### src/rtl/linebuf_window_ctrl.sv
// Line-buffer sequencer for the 5x5 window filters: gates the shift enable, tracks the
// window centre coordinate and border flags, and flushes zero padding at end of frame.
module linebuf_window_ctrl #(
    parameter int IMG_W = 1280,
    parameter int IMG_H = 720,
    parameter int XW    = 11,
    parameter int YW    = 10
) (
    input  logic          clk,
    input  logic          rst,
    input  logic          in_valid,
    input  logic          in_sof,
    output logic          in_ready,
    output logic          sr_clken,
    output logic          sr_pad,
    output logic          win_valid,
    output logic [XW-1:0] win_x,
    output logic [YW-1:0] win_y,
    output logic [3:0]    win_border,
    output logic          frame_done,
    output logic          err_sof
);

    localparam int KW = XW + 2;
    localparam logic [KW-1:0] LAT     = KW'(2 * IMG_W + 2);
    localparam logic [XW-1:0] X_LAST  = XW'(IMG_W - 1);
    localparam logic [YW-1:0] Y_LAST  = YW'(IMG_H - 1);
    localparam logic [XW-1:0] X_RIGHT = XW'(IMG_W - 3);
    localparam logic [YW-1:0] Y_BOT   = YW'(IMG_H - 3);

    typedef enum logic [1:0] {IDLE, FILL, RUN, FLUSH} state_t;

    state_t        state;
    logic [KW-1:0] k;
    logic [KW-1:0] fcnt;
    logic [XW-1:0] ix;
    logic [XW-1:0] cx;
    logic [YW-1:0] iy;
    logic [YW-1:0] cy;
    logic          done_pend;
    logic          accept;
    logic          sof_acc;
    logic          emit;
    logic          last_pix;

    always_comb begin
        in_ready = (state != FLUSH);
        sr_pad   = (state == FLUSH);
        case (state)
            IDLE:    sr_clken = in_valid & in_sof;
            FLUSH:   sr_clken = 1'b1;
            default: sr_clken = in_valid;
        endcase
        accept   = in_valid & in_ready;
        sof_acc  = accept & in_sof;
        // A restarting SOF in RUN is a FILL shift of the new frame, so it never emits.
        emit     = ((state == RUN) & accept & ~in_sof) | (state == FLUSH);
        last_pix = (ix == X_LAST) && (iy == Y_LAST);
    end

    always_ff @(posedge clk or posedge rst) begin
        if (rst) begin
            state      <= IDLE;
            k          <= '0;
            fcnt       <= '0;
            ix         <= '0;
            iy         <= '0;
            cx         <= '0;
            cy         <= '0;
            done_pend  <= 1'b0;
            win_valid  <= 1'b0;
            win_x      <= '0;
            win_y      <= '0;
            win_border <= '0;
            frame_done <= 1'b0;
            err_sof    <= 1'b0;
        end else begin
            err_sof    <= 1'b0;
            done_pend  <= 1'b0;
            frame_done <= done_pend;
            win_valid  <= emit;

            if (emit) begin
                win_x      <= cx;
                win_y      <= cy;
                win_border <= {cy > Y_BOT, cy < YW'(2), cx > X_RIGHT, cx < XW'(2)};
                if (cx == X_LAST) begin
                    cx <= '0;
                    cy <= cy + YW'(1);
                end else begin
                    cx <= cx + XW'(1);
                end
            end

            case (state)
                IDLE: begin
                    if (sof_acc) begin
                        state <= FILL;
                        k     <= KW'(1);
                        ix    <= XW'(1);
                        iy    <= '0;
                        cx    <= '0;
                        cy    <= '0;
                    end
                end
                FILL, RUN: begin
                    if (sof_acc) begin
                        err_sof <= 1'b1;
                        state   <= FILL;
                        k       <= KW'(1);
                        ix      <= XW'(1);
                        iy      <= '0;
                        cx      <= '0;
                        cy      <= '0;
                    end else if (accept) begin
                        if (ix == X_LAST) begin
                            ix <= '0;
                            iy <= iy + YW'(1);
                        end else begin
                            ix <= ix + XW'(1);
                        end
                        if (state == FILL) begin
                            k <= k + KW'(1);
                            if (k + KW'(1) == LAT) begin
                                state <= RUN;
                            end
                        end else if (last_pix) begin
                            state <= FLUSH;
                            fcnt  <= '0;
                        end
                    end
                end
                FLUSH: begin
                    fcnt <= fcnt + KW'(1);
                    if (fcnt == LAT - KW'(1)) begin
                        state     <= IDLE;
                        done_pend <= 1'b1;
                    end
                end
                default: state <= IDLE;
            endcase
        end
    end

endmodule

### config.mk
export PLATFORM = sky130hd
export DESIGN_NAME = linebuf_window_ctrl
export DESIGN_NICKNAME = d
export VERILOG_FILES = /design/src/rtl/linebuf_window_ctrl.sv
export SDC_FILE = /design/constraint.sdc
export NUM_CORES = 1
export LEC_CHECK = 0
export CAP_MARGIN = 20
export CORE_UTILIZATION = 32
export DETAILED_ROUTE_END_ITERATION = 10
export GPL_ROUTABILITY_DRIVEN = 0
export HOLD_SLACK_MARGIN = 0.05
export SLEW_MARGIN = 15
export SYNTH_ARGS = -nofsm -noshare
export SYNTH_HDL_FRONTEND = slang
export SYNTH_SLANG_ARGS = --single-unit
### constraint.sdc
create_clock -name clk -period 5.2 [get_ports clk]
set_clock_uncertainty 0.2 [all_clocks]
set_input_delay 1.56 -clock clk [delete_from_list [all_inputs] [get_ports clk]]
set_output_delay 1.56 -clock clk [all_outputs]
set_load 0.005 [all_outputs]
==> implementation parameters, run 1 <==
Parameter                              Value

CTS
  Maximum level of the CTS H-tree    3
  Clk slew on worst S/H paths    0.07 ns
  CTS-repair resized insts    0
  Clock buffers created by TritonCTS    9
  Library cell used as clock root buffer    clkbuf_16
  Insertion delay to the later sink of the worst-skew pair    0.36 ns
  Max clock buf depth    2
  Clock tree from TritonCTS    yes
  Number of hold buffers added after cts    0
  Post CTS Setup Buffer Count    0
  Clock tree sinks    99

Run
  Max-cap violations    0

Timing
  Relative slew slack    ~40%
  Aggregate negative setup slack    0 ns
  Final period utilization    90.1%
  Min Hold Slack    0.156 ns
  Count of endpoints failing setup in the final report    0
  Final Hold Violating Endpoints    0
  Min Tclk post-route    ~4.7 ns
  Number of slew-limit violations in the final report    0
  Unrepaired setup endpoints after global routing    false
  Top achievable clock speed    213 MHz
  Slew at the pin with the worst max-slew slack    0.893 ns

Synth
  Count of different cell masters after synthesis    51
  Average footprint of a synthesized cell    8.85 um2
  Fraction of the yosys area taken by sequential cells    47.4%
  Leading register cell type out of synthesis    dfrtp_1
  Gate count of the mapped netlist    591
  Number of warnings printed during yosys synthesis    0
  Post-synth ARST share    between 90% and 100%
  Number of enable-type register cells in the synthesized netlist    0
  Post-synth net total    611
  Post-synth design cell area    5230 um2
  #FFs+latches synth    between 90 and 100

Critical path
  Endpoint type of the worst setup path    output pin
  Critical path capture point    sr_clken
  R2r worst-path depth    9
  Crit Reg-Reg Startpoint    state[1]$_DFFE_PP0P_
  Timing startpoint of the critical path    in_sof
  Worst R2R End    cy[5]$_DFF_PP0_
  Crit path required time    approximately 3.4 ns
  Top fanout value on the critical path    8
  Startpoint type of the worst setup path    input port
  Worst reg-to-reg setup slack    roughly 1.7 ns
  Arrival time at the worst endpoint    2.93 ns
  Crit path kind    input port to output pin

Global route
  First-pass GRT wire length    19.6 mm
  Number of antenna violations at the first check in global routing    0
  Overall routing resource usage    14.5%
  Via count of the first global-routing pass    about 4.2k
  GRT overflow    0
  Largest net degree at the start of global routing    52

Power
  Leak    roughly 2.7 nW
  Power density normalized to cell area    381 nW/um2
  Worst vdd ir    0.000212 V

Drt
  Post-route DRC violation count    0
  Average detailed-routed wire length per instance    13.7 um
  Number of DRC violations after detailed-routing iteration 0    around 260
  DR pass1 iterations    5
  DR vias/cell    5.22
  Total wire length after detailed routing    11.4 mm
  Post-detailed-route count of antenna-violating nets    0
  Number of vias after detailed routing    4,358

Die
  Number of rows created at floorplan    46
  Placeable core region    15,900 um2
  IO Count    35
  Full die area    16,900 um2
  Die H    approximately 130 um
  Initial Utilization    32.8%
  Die extent in x    around 130 um

Layout
  Proportion of layout cells with a drive suffix above 1    5.49%
  Area overhead of the layout relative to synthesis    16.7%
  Antenna fix cells    0
  Post-layout net count    around 630

Worst hold path
  Worst Hold Class    register to register

Placement
  Detailed Place HPWL    7.72 mm
  Count of input and output buffers    34

Run status
  Status    finished, final reports clean
synth_stat cells, types with 9 or more instances:
library cell,count,area (um2)
nand2_1,118,443
dfrtp_1,99,2480
nor2_1,52,195
o21ai_0,46,230
clkbuf_1,26,97.6
and3_1,22,138
xor2_1,21,184
nand3_1,19,95.1
nand4_1,19,119
a21oi_1,17,85.1
inv_1,17,63.8
ha_1,16,200
o31ai_1,13,97.6
nand3b_1,9,67.6
nor4_1,9,56.3
cell type report:
| class | count | area (um2) |
|---|---|---|
| clock buffer | 10 | 239 |
| clock inverter | 6 | 87.6 |
| fill | 1609 | 9840 |
| inverter | 18 | 70.1 |
| multi-input combinational | 446 | 2570 |
| sequential | 99 | 2480 |
| tap | 216 | 270 |
| timing repair buffer | 40 | 385 |
worst min-delay path by stage:
stage                              from                   end  slack (ns)  cells after the start
global placement    done_pend$_DFF_PP0_  frame_done$_DFF_PP0_        0.15                      0
CTS                 done_pend$_DFF_PP0_  frame_done$_DFF_PP0_        0.16                      0
floorplan           done_pend$_DFF_PP0_  frame_done$_DFF_PP0_        0.13                      0
global route        done_pend$_DFF_PP0_  frame_done$_DFF_PP0_        0.17                      0
finish              done_pend$_DFF_PP0_  frame_done$_DFF_PP0_        0.16                      0
detailed placement  done_pend$_DFF_PP0_  frame_done$_DFF_PP0_        0.15                      0
per-layer routing:
| layer | wire length, um | up-vias | GRT usage [%] |
|---|---|---|---|
| met2 | 5390 | 84 | 24.5 |
| met1 | 5380 | 2132 | 17.9 |
| li1 | - | 2129 | - |
| met5 | 0 | - | 0 |
| met4 | 160 | 0 | 5.75 |
| met3 | 482 | 13 | 3.32 |
cells in the final DEF, fill, tap and decap left out, types with 7 or more instances in the layout:
master | Yosys | routed
xor2_1 | 21 | 21
o31ai_1 | 13 | 13
inv_1 | 17 | 16
dfrtp_1 | 99 | 99
clkdlybuf4s50_1 | 0 | 34
nand3b_1 | 9 | 9
a31oi_1 | 7 | 7
o21ai_0 | 46 | 46
clkbuf_16 | 0 | 9
nand3_1 | 19 | 19
nor2_1 | 52 | 52
and3_1 | 22 | 22
ha_1 | 16 | 16
o221ai_1 | 7 | 7
nand4_1 | 19 | 19
nor4_1 | 9 | 9
nand2_1 | 118 | 118
a21oi_1 | 17 | 17
worst max-delay path, stage by stage:
cell,delay [ns]
clkdlybuf4s50_1,0.60
a21oi_1,0.11
o22ai_1,0.13
clkdlybuf4s50_1,0.52
metrics by stage:
stage	cell area (um2)	util [%]	cells	setup WS (ns)	power [mW]
global placement	5780	36.2	819	0.560	1.58
global route	6100	38.3	835	0.471	2.47
CTS	6100	38.3	835	0.526	2.35
finish	6100	38.3	835	0.513	2.32
detailed placement	5780	36.2	819	0.545	1.60
floorplan	5230	-	591	0.850	1.39
state kept, by name, indices dropped and copies added, names as in the netlist, 2 cells and up:
name,cells
cx,11
cy,10
fcnt,13
ix,11
iy,10
k,13
state,2
win_border,4
win_x,11
win_y,10
power breakdown:
group / internal [mW] / switching, mW / leakage (nW)
Combinational: 0.230 / 0.390 / 1.19
Sequential: 0.860 / 0.112 / 1.36
Clock: 0.436 / 0.297 / 0.163
Total: 1.53 / 0.799 / 2.71
cells by family after synthesis:
logic type,synth area share [%]
AND/OR/NAND/NOR,27.1
AO/OA/AOI/OAI,13.7
flip-flops,47.4
buffers and inverters,3.44
XOR/XNOR,4.19
adder cells (fa/ha/maj),3.83
multiplexers,0.383
Power figures use the tool's default switching activity.
==> run 2: changes to the inputs <==
Settings changed: CORE_ASPECT_RATIO from default to 1.1, CTS_CLUSTER_DIAMETER from default to 30.
==> run 2 against run 1 <==
Sequential power about the same. Highest routed layer unchanged. Critical path depth unchanged. Critical path type unchanged. Die area barely moved. Power shrank 3.1%. Fmax up 0.41%. Largest power group unchanged.
==> implementation parameters, run 2 (synthesis results as in run 1) <==
Parameter                              Value

Run status
  Status    finished, final reports clean

Die
  IO Count    35
  Full die area    16,900 um2
  Number of rows created at floorplan    48
  Die H    136 um
  Initial Utilization    between 30% and 40%
  Die extent in x    124 um
  Placeable core region    15,900 um2

Timing
  Number of slew-limit violations in the final report    0
  Slew at the pin with the worst max-slew slack    0.876 ns
  Min Tclk post-route    4.67 ns
  Final Hold Violating Endpoints    0
  Aggregate negative setup slack    0 ns
  Min Hold Slack    0.156 ns
  Relative slew slack    about two fifths
  Top achievable clock speed    around 210 MHz
  Unrepaired setup endpoints after global routing    false
  Final period utilization    89.8%
  Count of endpoints failing setup in the final report    0

Worst hold path
  Worst Hold Class    register to register
  Number of cells traversed by the worst hold path    0

Drt
  Top metal layer carrying routed signals    met4
  Number of vias after detailed routing    around 4.4k
  Length of routed wiring on met1    ~5.2 mm
  Post-detailed-route count of antenna-violating nets    0
  DR pass1 iterations    5
  Total wire length after detailed routing    between 10 and 15 mm
  Post-route DRC violation count    0
  Number of DRC violations after detailed-routing iteration 0    359
  Detail Route met3 WL    roughly 520 um
  Average detailed-routed wire length per instance    about 14 um
  DR vias/cell    5.34
  Total met2 wirelength after detailed routing    5.33 mm

Power
  Part of the total power dissipated in sequential elements    ~43%
  Power density normalized to cell area    372 nW/um2
  Overall power after layout    approximately 2.3 mW
  Proportion of total power due to net switching    35.0%
  Share of total power in combinational logic    27.4%
  Worst vdd ir    0.000189 V
  Internal power of the cells    1.46 mW
  Share of power burned in the clock network    29.5%
  Leak    2.70 nW
  Net load switching power    787 uW

CTS
  Clock buffers created by TritonCTS    9
  Clk slew on worst S/H paths    0.07 ns
  Library cell used as clock root buffer    clkbuf_16
  Max clock buf depth    2
  CTS-repair resized insts    0
  Post CTS Setup Buffer Count    0
  Clock tree sinks    a little under 100
  Maximum level of the CTS H-tree    3
  Clock tree from TritonCTS    yes
  Number of hold buffers added after cts    0
  Insertion delay to the later sink of the worst-skew pair    around 0.34 ns

Layout
  Area overhead of the layout relative to synthesis    15.6%
  Proportion of layout cells with a drive suffix above 1    5.18%
  Post-route core utilization    38.1%
  Top library cells by usage in the layout, fill and taps aside    nand2_1, dfrtp_1, nor2_1
  Most frequent standard cell in the layout excluding fill and tap cells    nand2_1
  Antenna fix cells    0
  Post-layout net count    ~630
  Top Registers    fcnt (13), k (13)
  Number of standard cells in the layout, taps in and fillers out    818

Global route
  First-pass GRT wire length    18.8 mm
  Number of antenna violations at the first check in global routing    0
  Largest net degree at the start of global routing    67
  Via count of the first global-routing pass    4,072
  Overall routing resource usage    14.0%
  GRT overflow    0

Critical path
  Top fanout value on the critical path    8
  Arrival time at the worst endpoint    2.91 ns
  Crit path kind    input port to output pin
  Crit path required time    3.44 ns
  R2r worst-path depth    7
  Startpoint type of the worst setup path    input port
  Endpoint type of the worst setup path    output pin

Run
  Max-cap violations    0

Placement
  Detailed Place HPWL    7.59 mm
  Count of input and output buffers    34
  Inst Count DP    803
[run 2: cell type report]
| type | instances | area (um2) |
|---|---|---|
| clock buffer | 10 | 229 |
| clock inverter | 5 | 61.3 |
| fill | 1599 | 9810 |
| inverter | 18 | 70.1 |
| multi-input combinational | 446 | 2570 |
| sequential | 99 | 2480 |
| tap | 200 | 250 |
| timing repair buffer | 40 | 385 |
[run 2: worst paths after layout]
kind | startpoint | to | slack [ns]
worst max-delay path | in_sof | sr_clken | 0.53
worst min-delay path | done_pend$_DFF_PP0_ | frame_done$_DFF_PP0_ | 0.16
worst max register to register | iy[0]$_DFFE_PP0P_ | fcnt[9]$_DFFE_PP0P_ | 2.27
worst min register to register | done_pend$_DFF_PP0_ | frame_done$_DFF_PP0_ | 0.16
max in group asynchronous | rst | ix[7]$_DFFE_PP0P_ | 2.48
min in group asynchronous | rst | win_y[1]$_DFFE_PP0N_ | 1.51
[run 2: through the flow]
stage | worst slack [ns] | instance area [um2]
floorplan | 0.850 | 5230
global placement | 0.546 | 5760
detailed placement | 0.546 | 5760
CTS | 0.534 | 6050
global route | 0.479 | 6050
finish | 0.532 | 6050
[run 2: worst max-delay path, cell delays in order]
cell and delay [ns]:
clkdlybuf4s50_1 0.60, a21oi_1 0.10, o22ai_1 0.12, clkdlybuf4s50_1 0.52
[run 2: per-layer routing]
layer  vias to the layer above  global-route usage [%]
li1                       2115                       -
met1                      2132                    17.7
met2                       112                    23.2
met3                         9                    3.86
met4                         0                    4.23
met5                         -                       0
[run 2: power groups by stage]
stage          Clock, mW  Sequential, mW  Combinational, mW
2_1_floorplan          0           0.957              0.438
4_1_cts            0.689           0.971              0.620
5_1_grt            0.719           0.991              0.699
3_3_place_gp           0           0.977              0.599
3_5_place_dp           0           0.984              0.619
6_report           0.663           0.972              0.616
==> run 3: changes to the inputs <==
Settings changed: ABC_CLOCK_PERIOD_IN_PS from default to 5200, TNS_END_PERCENT from default to 20.
==> results of run 3 <==
Same layout as run 2: the final DEF is identical, and so are final timing and power.
